**config.mk**
```make
export PLATFORM = sky130hd
export DESIGN_NAME = mask_builder_32
export DESIGN_NICKNAME = d
export VERILOG_FILES = /design/src/rtl/mask_pkg.sv /design/src/rtl/decoder_5to32.sv /design/src/rtl/mask_builder_32.sv
export SDC_FILE = /design/constraint.sdc
export NUM_CORES = 1
export LEC_CHECK = 0
export CAP_MARGIN = 20
export CORE_MARGIN = 10
export CORE_UTILIZATION = 53
export CTS_CLUSTER_DIAMETER = 100
export DETAILED_ROUTE_END_ITERATION = 12
export PLACE_DENSITY = 0.79
export SETUP_SLACK_MARGIN = 0.2
export SLEW_MARGIN = 25
export SYNTH_ARGS = -nofsm -noshare
export SYNTH_HDL_FRONTEND = slang
export SYNTH_HIERARCHICAL = 1
export SYNTH_SLANG_ARGS = --single-unit
```
**constraint.sdc**
```tcl
create_clock -name clk -period 2.5 [get_ports clk]
set_clock_uncertainty 0.05 [all_clocks]
set_input_delay 0.375 -clock clk [delete_from_list [all_inputs] [get_ports clk]]
set_output_delay 0.375 -clock clk [all_outputs]
set_load 0.005 [all_outputs]
```
**src/rtl/mask_pkg.sv**
```systemverilog
// mask_pkg: shared widths and FSM state encoding for mask_builder_32
package mask_pkg;
  localparam int MASK_W = 32;
  localparam int IDX_W = 5;
  localparam int CNT_W = 6;
  typedef enum logic {COLLECT = 1'b0, OUTPUT = 1'b1} state_t;
endpackage

```
**src/rtl/decoder_5to32.sv**
```systemverilog
// decoder_5to32: 5-bit index to 32-bit one-hot (idx in, onehot out), inverse of the 32-bit priority encoder
module decoder_5to32 (
  input  logic [4:0]  idx,
  output logic [31:0] onehot
);
  assign onehot = 32'd1 << idx;
endmodule

```
**src/rtl/mask_builder_32.sv**
```systemverilog
// mask_builder_32: ORs one-hot indices into a per-frame mask (in_idx/in_last/in_valid/in_ready in; out_mask/out_count/out_dup/out_valid/out_ready out)
module mask_builder_32
  import mask_pkg::*;
#(
  parameter int MASK_W = mask_pkg::MASK_W,
  parameter int IDX_W = mask_pkg::IDX_W
) (
  input  logic              clk,
  input  logic              rst,
  input  logic [IDX_W-1:0]  in_idx,
  input  logic              in_last,
  input  logic              in_valid,
  output logic              in_ready,
  output logic [MASK_W-1:0] out_mask,
  output logic [CNT_W-1:0]  out_count,
  output logic              out_dup,
  output logic              out_valid,
  input  logic              out_ready
);
  state_t state, state_nxt;
  logic [MASK_W-1:0] acc, onehot;
  logic [CNT_W-1:0] cnt, cnt_inc;
  logic dup, hit, accept;
  decoder_5to32 u_dec (.idx(in_idx), .onehot(onehot));
  assign in_ready = state == COLLECT;
  assign accept = in_valid & in_ready;
  assign hit = |(acc & onehot);
  assign cnt_inc = &cnt ? cnt : cnt + 1'b1;
  always_comb begin
    state_nxt = state;
    state_nxt = (state == COLLECT) ? ((accept & in_last) ? OUTPUT : COLLECT) : (out_ready ? COLLECT : OUTPUT);
  end
  always_ff @(posedge clk) begin
    if (rst) begin
      state <= COLLECT;
      acc <= '0;
      cnt <= '0;
      dup <= 1'b0;
      out_mask <= '0;
      out_count <= '0;
      out_dup <= 1'b0;
      out_valid <= 1'b0;
    end else begin
      state <= state_nxt;
      out_valid <= state_nxt == OUTPUT;
      if (accept) begin
        acc <= in_last ? '0 : acc | onehot;
        cnt <= in_last ? '0 : cnt_inc;
        dup <= in_last ? 1'b0 : dup | hit;
        if (in_last) begin
          out_mask <= acc | onehot;
          out_count <= cnt_inc;
          out_dup <= dup | hit;
        end
      end
    end
  end
endmodule
```
==> flow_summary.yaml <==
run_status:
  outcome: "complete, no violations"
cts:
  cts_max_path_buffers: 2
  clk_latency_ns: 0.35
  htree_levels: 3
  cts_buffers: 9
  cts_root_buffer: "clkbuf_8"
  path_clk_slew_ns: 0.08
  post_cts_buffers: 0
  cts_tree: "built"
  tritoncts_num_sinks: 79
  cts_resized: 0
  holdBufCountCts: 0
global_routing:
  grt_max_degree: 34
  use_met1_pct: 22.52
  grt_pass1_wl_um: 14170
  met3_usage_pct: 3.691
  grt_pass1_vias: 2864
  track_usage_pct: 17.73
  grt_antenna_before_repair: 0
  grt_use_met2_pct: 28.02
  overflow: 0
  grt.busiest_layer: "met2"
setup_path:
  crit_slowest_cell: "clkdlybuf4s50_1"
  max_stage_delay_ns: 0.55
  startpoint_type: "input pin"
  critPathCaptureType: "flip-flop"
  crit_family: "simple AND/OR/NAND/NOR gates"
  critPathKind: "in -> reg"
  required_ns: 2.69
  crit_path_max_fanout: 5
  path_cells: "clkdlybuf4s50_1, nand2b_2, buf_4, nor2_1, a21oi_1, and3_1, nand4_1, or3_1, o21a_1"
  critPathArrivalTime_ns: 2.43
  path_buf_inv: 2
floorplan:
  rows: 27
  die_h_um: 96.99
  io_pins: 51
  coreArea_um2: 5642
  die-area_um2: 9407
  die_w_um: 96.99
  start_util_pct: 55.69
power_and_ir_drop:
  p_leak_uw: 0.001598
  p_seq_share_pct: 45.9
  peakVddDrop_mv: 0.4047
  clkPwrFrac_pct: 43.3
  intPower_uw: 2244
  comb_power_share_pct: 10.8
  p_sw_share_pct: 22.28
  switching_power_uw: 643.2
  power_density_nw_per_um2: 694.2
yosys:
  ys_types: 40
  ys_seq_area_share_pct: 50.34
  synth_largest_area_cell: "dfxtp_1"
  synth-edff-count: 0
  yosys_warnings: 6
  async_flop_share_pct: 0
  synth_top_area_share_pct: 50.34
  avgSynthCellArea_um2: 7.994
  syn-num-nets: 404
  ys_ff_latch: 79
  synthCells: 393
  syn_area_um2: 3142
  synth.area.top_cells: "dfxtp_1 (50%), nor2_1 (13%), nor3_1 (11%)"
  synthFlopType: "dfxtp_1"
sta:
  relSlewSlack_pct: 74.97
  min_period_ns: 2.245
  fmax_mhz: 445.4
  drv_slew: 0
  finalCritPeriodShare_pct: 89.80
  setup_viol: 0
  rsz0062_at_grt: "false"
  finalSetupTns_ns: 0
  finalHoldViolations: 0
  tightest_slew_ns: 0.3755
drt:
  ant_nets: 0
  drc: 0
  wl_per_cell_um: 15.82
  routed_via_density: 5.602
  vias: 2997
  wirelength_um: 8463
  firstDrtPassIters: 5
  drtIter0Drc: 252
flow_run:
  cap_violations: 0
final_layout:
  area_delta_synth_final_pct: 32.38
  instances_no_fill: 535
  finalNetCount: 469
  num-fill-cells: 452
  drive_gt1_share_pct: 11.66
  layout_commonest_cell: "nor2_1"
  n_antenna_cell: 0
  layout_common_cells: "nor2_1 (110), dfxtp_1 (79), nor3_1 (67), clkdlybuf4s50_1 (47), a21oi_1 (42)"
placed_design:
  dp.cells: 519
  place_congestion: 0.9611
  port_buffers: 50
  dp_hpwl_um: 6058
hold_path:
  hp-class: "reg -> reg"
[metal layers]
layer | wire length (um) | vias to the layer above
met5 | 0 | -
li1 | - | 1492
met1 | 3791 | 1383
met3 | 475 | 20
met2 | 4007 | 102
met4 | 189 | 0
[through the flow]
stage | hold WS, ns | util, % | instance area, um2 | total power (uW) | worst slack (ns)
CTS | 0.4077 | 73.34 | 4138 | 2904 | 0.2171
global placement | 0.3937 | 68.55 | 3867 | 1660 | -0.02021
finish | 0.4063 | 73.72 | 4159 | 2887 | 0.2550
detailed placement | 0.3965 | 68.55 | 3867 | 1664 | -0.08482
floorplan | 0.3982 | - | 3142 | 1505 | 0.5366
global route | 0.4288 | 73.72 | 4159 | 2987 | 0.2028
[cells in the mapped netlist, types with 3 or more instances]
| cell type | n |
|---|---|
| a21oi_1 | 42 |
| a22o_1 | 3 |
| a22oi_1 | 9 |
| and3_1 | 3 |
| buf_2 | 7 |
| clkbuf_1 | 14 |
| dfxtp_1 | 79 |
| nand2_1 | 13 |
| nand2b_1 | 4 |
| nand3_1 | 3 |
| nand3b_1 | 4 |
| nor2_1 | 110 |
| nor3_1 | 67 |
| or3b_1 | 3 |
[cell type report]
| cell class | count | area (um2) | area share, % |
|---|---|---|---|
| sequential | 79 | 1582 | 38.03 |
| multi-input combinational | 288 | 1463 | 35.17 |
| timing repair buffer | 79 | 750.7 | 18.05 |
| clock buffer | 11 | 141.4 | 3.400 |
| clock inverter | 5 | 128.9 | 3.099 |
| tap | 72 | 90.09 | 2.166 |
| inverter | 1 | 3.754 | 0.09025 |
[worst register-to-register path: stages (launching register included)]
cell,delay (ns)
dfxtp_1,0.34
a222oi_1,0.35
buf_4,0.17
nand4_1,0.10
or3_1,0.37
o21a_1,0.19
[path summary, 6_finish.rpt]
kind | cells after the start | to | slack (ns) | startpoint
min reg2reg | 2 | out_count[4] | 0.41 | out_count[4]
max | 9 | out_dup | 0.26 | in_idx[2]
min | 2 | out_count[4] | 0.41 | out_count[4]
max reg2reg | 5 | out_dup | 0.83 | acc[17]
[flip-flops by register name, summed over array words and instances (netlist names)]
| name | count |
|---|---|
| out_mask | 32 |
| dup | 1 |
| state | 1 |
| acc | 32 |
| cnt | 6 |
| out_dup | 1 |
| out_count | 6 |
[kinds of logic (layout without fill, tap and decap cells)]
kind of cell	after synthesis	in the layout	share of synthesized area, %
and+or+nand+nor	216	216	31.14
DFF	79	79	50.34
AOI/OAI and AO/OA	67	67	13.26
buffers and inverters	26	96	3.624
xor gates and xnor gates	2	2	0.5576
muxes	2	2	0.6770
adders and majority gates	1	1	0.3982
[power by group through the flow]
| stage | clock [uW] | combinational (uW) | sequential, uW |
|---|---|---|---|
| 3_3_place_gp | 0 | 306 | 1350 |
| 6_report | 1250 | 311 | 1330 |
| 3_5_place_dp | 0 | 309 | 1360 |
| 4_1_cts | 1270 | 311 | 1330 |
| 5_1_grt | 1310 | 344 | 1330 |
| 2_1_floorplan | 0 | 148 | 1360 |
Power figures use the tool's default switching activity.
